File: src/rtl/cvxif_copro_responder.sv
// ---------------------------------------------------------------------------
// cvxif_copro_responder
//
// Coprocessor (responder) side of the CoreV-X-Interface offload path.
// Decodes custom-3 instructions offered by the core, answers accept/writeback
// combinationally in the issue cycle, executes accepted instructions and
// returns results in order through a small FIFO with valid/ready backpressure.
// Commit messages need no action (results are speculative); kill messages
// cancel the matching in-flight instruction or queued result.
//
// Optional feature (compile-time macro CVXIF_COPRO_MULTICYCLE_EN):
//   defined   - CUS_MADD (funct3 = 1) is accepted and completes after
//               funct7[1:0]+1 cycles; a busy counter blocks new issues.
//   undefined - CUS_MADD is rejected; no busy counter exists and
//               issue_ready_o depends only on FIFO space.
//
// Ports:
//   clk_i, rst_ni           clock, asynchronous active-low reset
//   flush_i                 synchronous flush of all in-flight work
//   issue_*                 issue request (valid/ready, instr, id, operands)
//   issue_accept_o          instruction accepted (combinational)
//   issue_writeback_o       accepted instruction writes rd
//   commit_*                commit/kill message for an instruction ID
//   result_valid_o/ready_i  result handshake
//   result_id/data/rd/we/exc/exccode_o  result payload (0 when no result)
// ---------------------------------------------------------------------------
module cvxif_copro_responder #(
    parameter int unsigned XLEN       = 64,
    parameter int unsigned ID_WIDTH   = 3,
    parameter int unsigned FIFO_DEPTH = 2
) (
    input  logic                clk_i,
    input  logic                rst_ni,
    input  logic                flush_i,

    input  logic                issue_valid_i,
    output logic                issue_ready_o,
    input  logic [31:0]         issue_instr_i,
    input  logic [ID_WIDTH-1:0] issue_id_i,
    input  logic [XLEN-1:0]     issue_rs1_i,
    input  logic [XLEN-1:0]     issue_rs2_i,
    input  logic [1:0]          issue_rs_valid_i,
    output logic                issue_accept_o,
    output logic                issue_writeback_o,

    input  logic                commit_valid_i,
    input  logic [ID_WIDTH-1:0] commit_id_i,
    input  logic                commit_kill_i,

    output logic                result_valid_o,
    input  logic                result_ready_i,
    output logic [ID_WIDTH-1:0] result_id_o,
    output logic [XLEN-1:0]     result_data_o,
    output logic [4:0]          result_rd_o,
    output logic                result_we_o,
    output logic                result_exc_o,
    output logic [5:0]          result_exccode_o
);

    localparam logic [6:0] OPCODE_CUSTOM3 = 7'b1111011;
    localparam logic [2:0] F3_ADD         = 3'd0;
    localparam logic [2:0] F3_MADD        = 3'd1;
    localparam logic [2:0] F3_NOP         = 3'd2;
    localparam logic [2:0] F3_EXC         = 3'd3;
    localparam logic [5:0] EXCCODE_ILLEGAL = 6'd2;

    localparam int unsigned PTR_W = (FIFO_DEPTH > 1) ? $clog2(FIFO_DEPTH) : 1;
    localparam int unsigned CNT_W = PTR_W + 1;
    localparam logic [CNT_W-1:0] DEPTH_C = CNT_W'(FIFO_DEPTH);

    typedef struct packed {
        logic [ID_WIDTH-1:0] id;
        logic [XLEN-1:0]     data;
        logic [4:0]          rd;
        logic                we;
        logic                exc;
        logic [5:0]          exccode;
    } result_t;

    // ------------------------------------------------------------------
    // Decode
    // ------------------------------------------------------------------
    logic [6:0]      opcode;
    logic [2:0]      funct3;
    logic [XLEN-1:0] rs_sum;
    logic            dec_accept;
    logic            dec_writeback;
    logic            dec_is_madd;
    result_t         dec_result;
    logic            unused_instr;

    assign opcode       = issue_instr_i[6:0];
    assign funct3       = issue_instr_i[14:12];
    assign rs_sum       = issue_rs1_i + issue_rs2_i;
    assign unused_instr = ^issue_instr_i[31:15];

    // NOTE: every signal driven here gets a default first, so no path
    // through the case statement can leave it unassigned and infer a latch.
    always_comb begin
        dec_accept    = 1'b0;
        dec_writeback = 1'b0;
        dec_is_madd   = 1'b0;
        dec_result    = '0;
        dec_result.id = issue_id_i;
        if (opcode == OPCODE_CUSTOM3) begin
            case (funct3)
                F3_ADD: begin
                    if (issue_rs_valid_i == 2'b11) begin
                        dec_accept      = 1'b1;
                        dec_writeback   = 1'b1;
                        dec_result.data = rs_sum;
                        dec_result.rd   = issue_instr_i[11:7];
                        dec_result.we   = 1'b1;
                    end
                end
                F3_MADD: begin
`ifdef CVXIF_COPRO_MULTICYCLE_EN
                    if (issue_rs_valid_i == 2'b11) begin
                        dec_accept      = 1'b1;
                        dec_writeback   = 1'b1;
                        dec_is_madd     = 1'b1;
                        dec_result.data = rs_sum;
                        dec_result.rd   = issue_instr_i[11:7];
                        dec_result.we   = 1'b1;
                    end
`endif
                end
                F3_NOP: begin
                    dec_accept = 1'b1;
                end
                F3_EXC: begin
                    dec_accept         = 1'b1;
                    dec_result.exc     = 1'b1;
                    dec_result.exccode = EXCCODE_ILLEGAL;
                end
                default: ;
            endcase
        end
    end

    // ------------------------------------------------------------------
    // Issue handshake and kill detection
    // ------------------------------------------------------------------
    logic             kill_valid;
    logic             kill_hits_issue;
    logic             issue_fire;
    logic             issue_take;
    logic             single_push;
    logic             busy_idle;
    logic             madd_push;
    logic             push_valid;
    result_t          push_entry;
    logic [CNT_W-1:0] cnt_q;

    assign kill_valid      = commit_valid_i & commit_kill_i;
    assign kill_hits_issue = kill_valid & (commit_id_i == issue_id_i);

    // An issue presented during a flush is dropped outright.
    assign issue_fire  = issue_valid_i & issue_ready_o & ~flush_i;
    assign issue_take  = issue_fire & dec_accept & ~kill_hits_issue;
    assign single_push = issue_take & ~dec_is_madd;

    // No full-FIFO bypass: a pop in the same cycle does not open a slot.
    assign issue_ready_o     = busy_idle & (cnt_q < DEPTH_C);
    assign issue_accept_o    = issue_valid_i & dec_accept;
    assign issue_writeback_o = issue_valid_i & dec_writeback;

    // ------------------------------------------------------------------
    // Multi-cycle execution (busy counter)
    // ------------------------------------------------------------------
`ifdef CVXIF_COPRO_MULTICYCLE_EN
    logic [2:0] busy_cnt_q;
    logic [2:0] busy_cnt_d;
    result_t    pend_q;
    logic       madd_kill;
    logic       madd_load;

    assign busy_idle = (busy_cnt_q == 3'd0);
    assign madd_kill = kill_valid & ~busy_idle & (commit_id_i == pend_q.id);
    assign madd_load = issue_take & dec_is_madd;
    // The result is pushed on the 1 -> 0 transition of the counter.
    assign madd_push = (busy_cnt_q == 3'd1) & ~madd_kill & ~flush_i;

    always_comb begin
        busy_cnt_d = busy_cnt_q;
        if (flush_i || madd_kill) begin
            busy_cnt_d = 3'd0;
        end else if (!busy_idle) begin
            busy_cnt_d = busy_cnt_q - 3'd1;
        end else if (madd_load) begin
            busy_cnt_d = {1'b0, issue_instr_i[26:25]} + 3'd1;
        end
    end

    // NOTE: sequential state uses non-blocking assignments so every register
    // samples the pre-edge values regardless of process ordering.
    always_ff @(posedge clk_i or negedge rst_ni) begin
        if (!rst_ni) begin
            busy_cnt_q <= 3'd0;
            pend_q     <= '0;
        end else begin
            busy_cnt_q <= busy_cnt_d;
            if (madd_load) begin
                pend_q <= dec_result;
            end
        end
    end

    assign push_entry = madd_push ? pend_q : dec_result;
`else
    assign busy_idle  = 1'b1;
    assign madd_push  = 1'b0;
    assign push_entry = dec_result;
`endif

    assign push_valid = ~flush_i & (single_push | madd_push);

    // ------------------------------------------------------------------
    // In-order result FIFO
    // ------------------------------------------------------------------
    result_t                mem_q [FIFO_DEPTH];
    logic [FIFO_DEPTH-1:0]  dead_q;
    logic [PTR_W-1:0]       rd_ptr_q;
    logic [PTR_W-1:0]       wr_ptr_q;
    logic                   fifo_empty;
    logic                   head_dead;
    logic                   pop;
    result_t                head;

    assign fifo_empty = (cnt_q == '0);
    assign head       = mem_q[rd_ptr_q];
    assign head_dead  = dead_q[rd_ptr_q];
    // Killed entries leave the head silently without a handshake.
    assign pop        = ~fifo_empty & (head_dead | result_ready_i);

    // NOTE: the payload storage has no reset; an entry is only ever read
    // after being written, and occupancy is tracked by the reset pointers.
    always_ff @(posedge clk_i) begin
        if (push_valid) begin
            mem_q[wr_ptr_q] <= push_entry;
        end
    end

    always_ff @(posedge clk_i or negedge rst_ni) begin
        if (!rst_ni) begin
            rd_ptr_q <= '0;
            wr_ptr_q <= '0;
            cnt_q    <= '0;
            dead_q   <= '0;
        end else if (flush_i) begin
            rd_ptr_q <= '0;
            wr_ptr_q <= '0;
            cnt_q    <= '0;
            dead_q   <= '0;
        end else begin
            if (push_valid) begin
                wr_ptr_q <= wr_ptr_q + PTR_W'(1);
            end
            if (pop) begin
                rd_ptr_q <= rd_ptr_q + PTR_W'(1);
            end
            cnt_q <= cnt_q + CNT_W'(push_valid) - CNT_W'(pop);
            // Stale slots may match too; the push below rewrites the flag.
            for (int i = 0; i < FIFO_DEPTH; i++) begin
                if (kill_valid && (mem_q[i].id == commit_id_i)) begin
                    dead_q[i] <= 1'b1;
                end
            end
            if (push_valid) begin
                dead_q[wr_ptr_q] <= 1'b0;
            end
        end
    end

    // ------------------------------------------------------------------
    // Result channel: payload is forced to zero whenever nothing is offered
    // ------------------------------------------------------------------
    assign result_valid_o   = ~fifo_empty & ~head_dead;
    assign result_id_o      = result_valid_o ? head.id      : '0;
    assign result_data_o    = result_valid_o ? head.data    : '0;
    assign result_rd_o      = result_valid_o ? head.rd      : '0;
    assign result_we_o      = result_valid_o & head.we;
    assign result_exc_o     = result_valid_o & head.exc;
    assign result_exccode_o = result_valid_o ? head.exccode : '0;

endmodule

File: config.mk
export PLATFORM = sky130hd
export DESIGN_NAME = cvxif_copro_responder
export DESIGN_NICKNAME = d
export VERILOG_FILES = /design/src/rtl/cvxif_copro_responder.sv
export SDC_FILE = /design/constraint.sdc
export NUM_CORES = 1
export LEC_CHECK = 0
export BUFFER_PORTS_ARGS = -buffer_cell sky130_fd_sc_hd__buf_2
export CAP_MARGIN = 25
export CORE_UTILIZATION = 37
export CTS_CLUSTER_DIAMETER = 100
export DETAILED_ROUTE_END_ITERATION = 6
export SYNTH_ARGS = -nofsm -noshare
export SYNTH_HDL_FRONTEND = slang
export SYNTH_SLANG_ARGS = --single-unit
File: constraint.sdc
create_clock -name clk_i -period 11.8 [get_ports clk_i]
set_input_delay 2.36 -clock clk_i [delete_from_list [all_inputs] [get_ports clk_i]]
set_output_delay 2.36 -clock clk_i [all_outputs]
set_load 0.01 [all_outputs]
# After elaboration in Yosys (flattened, before gate mapping)
# Memories as Yosys holds them, arrays and structs flattened.
# Index checks and enable logic that the tools add are counted.
# totals
register_bits,6
ramBits,160
inputBits,175
output_inout_bits,84
mem_count,1
# mem_list
memory,words,width,rd,rd_ports_with_merged_regs,write_ports,line_no,source
mem_q,2,80,3,0,1,221,result_t mem_q [FIFO_DEPTH];
# classes
n_addsub,5
order_cmp,4
eq_ne,7
n_mux,30
bitwise_logic,20
reduce_logical,8
# ops
operator,n
70-bit 2-to-1 mux,2
77-bit 2-to-1 mux,1
64-bit adder,1
64-bit 2-to-1 mux,1
1-bit 2-to-1 mux,17
1-bit AND,13
3-bit equality test,3
"7-bit equality test, second input constant",1
7-bit 2-to-1 mux,1
"3-bit by 2-bit equality test with 1-bit output, second input constant",2
2-bit 2-to-1 mux,3
6-bit 2-to-1 mux,1
5-bit 2-to-1 mux,1
"1-bit by 2-bit less-than comparator with 1-bit output, second input constant",2
1-bit inverter,4
2-bit nonzero test,2
1-bit logical AND,3
3-bit zero test,1
3-bit 2-to-1 mux,1
"1-bit adder, second input constant",2
2-bit by 1-bit adder with 2-bit output,1
2-bit AND,1
"2-bit equality test, second input constant",1
2-bit zero test,1
other kinds (8),8

# Longest topological paths before layout
# Gate-level depths: netlist of run 1.
# depth
depth_word,10
depth_mapped,12
mapped_depth_nobuf,12

# Worst setup path before layout of run 1
# No wires, ideal clock.
# synth_path
path_type,input to register
from,input port issue_instr_i[14]
to,memory mem_q[0][10] in the netlist's numbering (enable)
arrival_ns,6.890
t_required_ns,11.283
slack_ns,4.393
path_stages,6
path_cell_list,nand4b_1 -> nor2_1 -> nand4_2 -> a21boi_0 -> and3_1 -> nor2b_1
# synth_via
elab_chain_len,9
elab_cells_between_ends,11
# synth_lines
element,line_no,source
start: declaration,38,"input logic [31:0] issue_instr_i,"
3-bit by 2-bit equality test with 1-bit output,106,case (funct3)
2-bit OR reduction (no source line),--,
1-bit case mux with 2 select lines (*),106,
1-bit 2-to-1 mux (*),105,if (opcode == OPCODE_CUSTOM3) begin
1-bit AND (*) (2 in a row),160,assign issue_take = issue_fire & dec_accept & ~kill_hits_issue;
1-bit AND (*),216,assign push_valid = ~flush_i & (single_push | madd_push);
1-bit 2-to-1 mux (*),239,if (push_valid) begin
1-bit 2-to-1 mux (not written as such) (*),240,mem_q[wr_ptr_q] <= push_entry;
end: declaration,221,
# Mark *: on every way between the ends. The rest lies on a longest branch, timed or not.

# Worst setup path after layout of run 1
# layout_path
from,input port issue_instr_i[4]
to,output port issue_writeback_o
# layout_via
elab_chain_len,3
# layout_lines
element,line_no,source
7-bit equality test,105,
1-bit 2-to-1 mux,105,
1-bit AND,166,assign issue_writeback_o = issue_valid_i & dec_writeback;
end: declaration,44,"output logic issue_writeback_o,"
# No other way between the ends.

==> results.ini, run 1 <==
[status]
outcome = complete, no violations

[floorplanning]
rows = 60
core_area_sq_um = 27000
fp.dieW_microns = 168
dieArea_sq_um = 28400
die_h_microns = 168
floorplan.initialDensity_pct = 37.9
ios = 259

[clock_network]
post_cts_buffers = 0
cts_num_sinks = 154
htree_levels = 4
clock_latency_ns = 0.44
clkTransAtPathRegs_ns = 0.06
cts_buffers = 17
cts_resized = 0
clockBufferDepth = 2
cts_tree = done
cts-root-buf = clkbuf_16
hold_buffers = 0

[sta]
min_period_ns = 6.70
final.setup.tns_ns = 0
hold_viol = 0
finClkSkew_ns = 0.0160
fin_crit_sh_pct = 56.8
hold_slack_ns = 0.569
setup_viol = 0
tightest_slew_ns = 0.818
slew_headroom_pct = 45.4
fmax_mhz = 149
rsz0062_at_grt = no
worst_slack_ns = 5.10
maxSlewViolCount = 0

[logic_synthesis]
ys_seq_area_share_pct = 44.8
synth_edf_count = 148
netlist_instances = 1029
synth_most_common_cell = nor2_1
synth-seq-cells = 154
ys_top_cells_by_area = edfxtp_1, ha_1, mux2i_1, nor2_1, a21oi_1
synthTopCellsByCount = nor2_1, edfxtp_1, mux2i_1
synth_top_area_share_pct = 43.4
ys.flop_type = edfxtp_1
synth-warning-count = 0
ys_async_sr_fraction_pct = 3.90
synth_area_sq_um = 10200
yosysUniqueCellTypes = 66
yosys.area.top_type = edfxtp_1
avgSynthCellArea_sq_um = 9.96

[place]
io_buffers = 236
place_inst = 1565
dp_hpwl_mm = 20.5
place_congestion = 0.898
place_ws_ns = 5.08

[critical_path]
worstSetupPathType = in2out
path_cells = buf_2, nand4b_1, nor2_1, nand4_4, buf_4, inv_1, and2_1, buf_2
worstSetupStartpointType = input pin
slowest_delay_ns = 0.63
end_kind = output port
arrival_ns = 4.34
slowest_stage = buf_4
cp_max_fo = 64
cp_data_required_time_ns = 9.44
path_common_cell = buf_2

[power]
peakVddDrop_v = 0.0000892
p_int_w = 0.00126
power_frac_seq_pct = 30.5
power-per-cell-area_nw_per_um2 = 166
combPwrFrac_pct = 43.6
p_sw_share_pct = 38.7
p_sw_w = 0.000791
p_leak_nw = 5.17
clockPowerShare_pct = 25.9

[routing]
detail_route.iter0.violations = 557
firstDrtPassIters = 5
viasPerCell = 5.29
final_antenna_net_count = 0
post_drt_wl_per_cell_microns = 17.0
vias = 8442
routed_wl_mm = 27.1
route.detailed.drc = 0

[global_routing]
grt-ovfl-total = 0
grt_pass1_vias = 7954
grt_use_total_pct = 19.3
grt_pass1_wl_mm = 42.5
antenna_found_initial = 0
grt_max_degree = 76

[job]
cap_violations = 0

[finish]
layout-drive-gt1-share_pct = 23.5
instances_no_fill = 1597
antennaDiodeCount = 0
nNetsFinal = 1484
fillCellCount = 2585
syn_to_final_growth_pct = 20.3

[min_path]
hold_class = reg2reg

[state kept, by name (all words and copies together), names as in the netlist]
signal,flops
dead_q,2
wr_ptr_q,1
rd_ptr_q,1
cnt_q,2
mem_q,148
[layout by cell type (no fill, tap or decap), types with 7 or more instances in the layout]
master,netlist,layout
a211oi_1,7,7
a21boi_0,9,9
a21o_1,29,28
a21oi_1,72,72
a31oi_1,10,10
and2_1,14,13
buf_2,6,236
clkbuf_16,0,17
edfxtp_1,148,148
ha_1,65,65
inv_1,19,19
mux2i_1,75,75
nand2_1,60,60
nand3_1,20,20
nand4_1,21,21
nor2_1,178,178
nor3_1,29,29
o21a_1,11,11
o21ai_0,41,41
o21bai_1,9,9
xnor2_1,38,38
xor2_1,29,29
[kinds of logic (layout without fill, tap and decap cells)]
| family | after synthesis | after routing | synth area share, % |
|---|---|---|---|
| buf+inv | 70 | 293 | 2.86 |
| fa+ha+maj | 66 | 66 | 8.13 |
| other cells | 1 | 5 | 0.0366 |
| compound gates | 231 | 231 | 14.7 |
| xor+xnor | 67 | 67 | 5.73 |
| flops | 154 | 154 | 44.8 |
| simple gates | 364 | 364 | 16.2 |
| mux | 76 | 76 | 7.43 |
[routing by layer]
| metal | global-route usage, % | routed length (microns) | up-vias |
|---|---|---|---|
| met5 | 0 | 0 | - |
| met4 | 5.45 | 322 | 0 |
| met3 | 2.70 | 1380 | 16 |
| met2 | 30.5 | 12500 | 270 |
| met1 | 27.4 | 12900 | 3942 |
| li1 | - | - | 4214 |
[power by group through the flow]
| stage | Combinational, W | Sequential [W] | Clock (W) |
|---|---|---|---|
| 3_3_place_gp | 0.000905 | 0.000637 | 0 |
| 2_1_floorplan | 0.000574 | 0.000607 | 0 |
| 5_1_grt | 0.000979 | 0.000627 | 0.000564 |
| 4_1_cts | 0.000909 | 0.000625 | 0.000541 |
| 3_5_place_dp | 0.000907 | 0.000637 | 0 |
| 6_report | 0.000892 | 0.000625 | 0.000530 |
[final timing paths]
kind	slack (ns)	depth (start not counted)	startpoint	endpoint
worst max-delay path	5.10	8	issue_instr_i[4]	issue_writeback_o
worst min-delay path	0.57	2	dead_q[1]$_DFF_PN0_	dead_q[1]$_DFF_PN0_
worst max register to register	9.29	9	rd_ptr_q$_DFFE_PN0P_	cnt_q[1]$_DFF_PN0_
worst min register to register	0.57	2	dead_q[1]$_DFF_PN0_	dead_q[1]$_DFF_PN0_
max in group asynchronous	9.88	1	rst_ni	rd_ptr_q$_DFFE_PN0P_
min in group asynchronous	1.75	1	rst_ni	dead_q[1]$_DFF_PN0_
[critical path: cells and delay by family]
family | cells | cell delay (ns)
and+or+nand+nor | 4 | 0.56
buffers and inverters | 4 | 1.40
[layout make-up]
type,instances,area (sq um),area share [%]
well taps,341,427,3.46
inverters,19,71.3,0.578
multi-input cells,809,5400,43.8
clock buffers,17,425,3.45
flip-flops and latches,154,4600,37.3
clock inverters,15,153,1.24
repair buffers,242,1260,10.2
[through the flow]
step	area (sq um)	utilization, %	total power (W)
finish	12300	45.6	0.00205
global route	12300	45.6	0.00217
CTS	12300	45.6	0.00208
detailed placement	11800	43.5	0.00154
global placement	11700	43.3	0.00154
floorplan	10300	-	0.00118
Power figures use the tool's default switching activity.
==> run 2, diff against run 1 <==
clock period = 5.45 ns   (was 11.8 ns; I/O delays follow)
==> run 2 against run 1 <==
Sequential share of layout area about the same. Cell area hardly changed. Flip-flop and latch count unchanged. Critical path type is now in2reg. Highest routed layer unchanged.
==> results.ini, run 2 (synthesis results as in run 1) <==
[power]
power-per-cell-area_nw_per_um2 = 361  ; +120%
peakVddDrop_v = 0.000209  ; +130%
p_leak_nw = 5.17  ; about the same

[clock_network]
cts_resized = 0  ; unchanged
clockBufferDepth = 2  ; unchanged
cts-root-buf = clkbuf_16
cts_tree = done
hold_buffers = 0  ; unchanged
clkTransAtPathRegs_ns = 0.06  ; about the same
htree_levels = 4  ; unchanged
cts_buffers = 17  ; unchanged
clock_latency_ns = 0.43  ; about the same
cts_num_sinks = 154  ; unchanged
post_cts_buffers = 0  ; unchanged

[finish]
fin_util_pct = 45.6  ; about the same
fillCellCount = 2610  ; +0.97%
final_common_cell = buf_2
top_register = mem_q
nNetsFinal = 1486  ; +0.13%
fin_area_sq_um = 12300  ; about the same
layout-drive-gt1-share_pct = 23.5  ; about the same
final_cell_mix = buf_2, nor2_1, edfxtp_1
largest_reg_flops = 148  ; unchanged
top_regs = mem_q x148, cnt_q x2, dead_q x2
syn_to_final_growth_pct = 20.2  ; about the same
antennaDiodeCount = 0  ; unchanged

[place]
io_buffers = 236  ; unchanged
dp_hpwl_mm = 20.6  ; +0.52%
placed_cell_area_sq_um = 11700  ; about the same
place_congestion = 0.876  ; -2.4%
place_ws_ns = 1.03  ; -4.05 ns

[critical_path]
arrival_ns = 4.28  ; -0.06 ns
worstSetupPathType = in2reg
end_kind = flop
cp_data_required_time_ns = 5.61  ; -3.83 ns
r2r_setup_slack_ns = 3.04  ; -6.25 ns
worstSetupStartpointType = input pin
cp_max_fo = 5  ; -92%

[sta]
worst_slack_ns = 1.33  ; -3.77 ns
fin_crit_sh_pct = 75.6
final.setup.tns_ns = 0  ; unchanged
hold_slack_ns = 0.472  ; -0.0973 ns
tightest_slew_ns = 0.774  ; -0.0448 ns
setup_viol = 0  ; unchanged
hold_viol = 0  ; unchanged
finClkSkew_ns = 0.0154  ; -0.000577 ns
maxSlewViolCount = 0  ; unchanged
min_period_ns = 4.12
slew_headroom_pct = 48.4  ; +3.0 points
rsz0062_at_grt = no
fmax_mhz = 243

[routing]
detail_route.iter0.violations = 554  ; -0.54%
route.detailed.drc = 0  ; unchanged
post_drt_wl_per_cell_microns = 17.0  ; +0.20%
final_antenna_net_count = 0  ; unchanged
viasPerCell = 5.27  ; -0.38%
vias = 8415  ; -0.32%
firstDrtPassIters = 5  ; unchanged
routed_wl_mm = 27.2  ; +0.27%

[floorplanning]
dieArea_sq_um = 28400  ; unchanged
rows = 60  ; unchanged
core_area_sq_um = 27000  ; unchanged
fp.dieW_microns = 168  ; unchanged
die_h_microns = 168  ; unchanged
floorplan.initialDensity_pct = 37.9  ; unchanged
ios = 259  ; unchanged

[min_path]
hold_class = in2async

[global_routing]
grt_pass1_wl_mm = 42.2  ; -0.60%
antenna_found_initial = 0  ; unchanged
grt_pass1_vias = 7834  ; -1.5%
grt-ovfl-total = 0  ; unchanged
grt_max_degree = 64  ; -16%
grt_use_total_pct = 19.3  ; +0.026 points

[status]
outcome = complete, no violations

[job]
cap_violations = 0  ; unchanged

run 2: changes by cell type in the layout (fill, tap and decap cells not counted), sizes merged:
cell      delta
bufinv       +1
clkinvlp     -1
inv          -4
clkinv       +2
buf          +2
clkbuf       +1
run 2: critical path, stage by stage:
cell,delay (ns)
buf_2,0.08
ha_1,0.22
inv_1,0.08
fa_1,0.38
nor2b_1,0.21
o31a_1,0.26
o21ai_1,0.23
nor3_1,0.52
o2111ai_1,0.21
nand3_1,0.28
o21a_1,0.20
nor3_1,0.05
nor3_1,0.47
run 2: metrics by stage:
stage	std cells	power, W
floorplan	1033	0.00256
global placement	1567	0.00335
detailed placement	1567	0.00335
CTS	1598	0.00451
global route	1598	0.00472
finish	1598	0.00444
run 2: cell type report:
class	instances	area [sq um]	area share (%)
clock buffers	18	429	3.48
well taps	341	427	3.46
flip-flops and latches	154	4600	37.3
clock inverters	13	143	1.16
repair buffers	244	1250	10.2
multi-input cells	809	5400	43.8
inverters	19	71.3	0.579
run 2: worst paths after layout:
| kind | to | depth (start not counted) | start |
|---|---|---|---|
| setup reg to reg | cnt_q[1]$_DFF_PN0_ | 9 | rd_ptr_q$_DFFE_PN0P_ |
| hold reg to reg | dead_q[0]$_DFF_PN0_ | 2 | dead_q[0]$_DFF_PN0_ |
| max in group asynchronous | rd_ptr_q$_DFFE_PN0P_ | 1 | rst_ni |
| hold / removal | cnt_q[1]$_DFF_PN0_ | 1 | rst_ni |
| min in group clk_i | dead_q[0]$_DFF_PN0_ | 2 | dead_q[0]$_DFF_PN0_ |
| setup / recovery | mem_q[0][67]$_DFFE_PP_ | 13 | issue_rs1_i[0] |
run 2: per-layer routing:
layer	track usage [%]	share of wire, %	up-vias
li1	-	-	4214
met1	27.7	49	3906
met3	2.40	4.8	11
met5	0	0	-
met4	4.62	0.75	0
met2	30.8	46	284
run 2: power by group:
| part | total (W) | internal, W | switching, W |
|---|---|---|---|
| registers | 0.00134 | 0.00129 | 0.0000564 |
| logic | 0.00195 | 0.000791 | 0.00116 |
| clock network | 0.00115 | 0.000675 | 0.000476 |
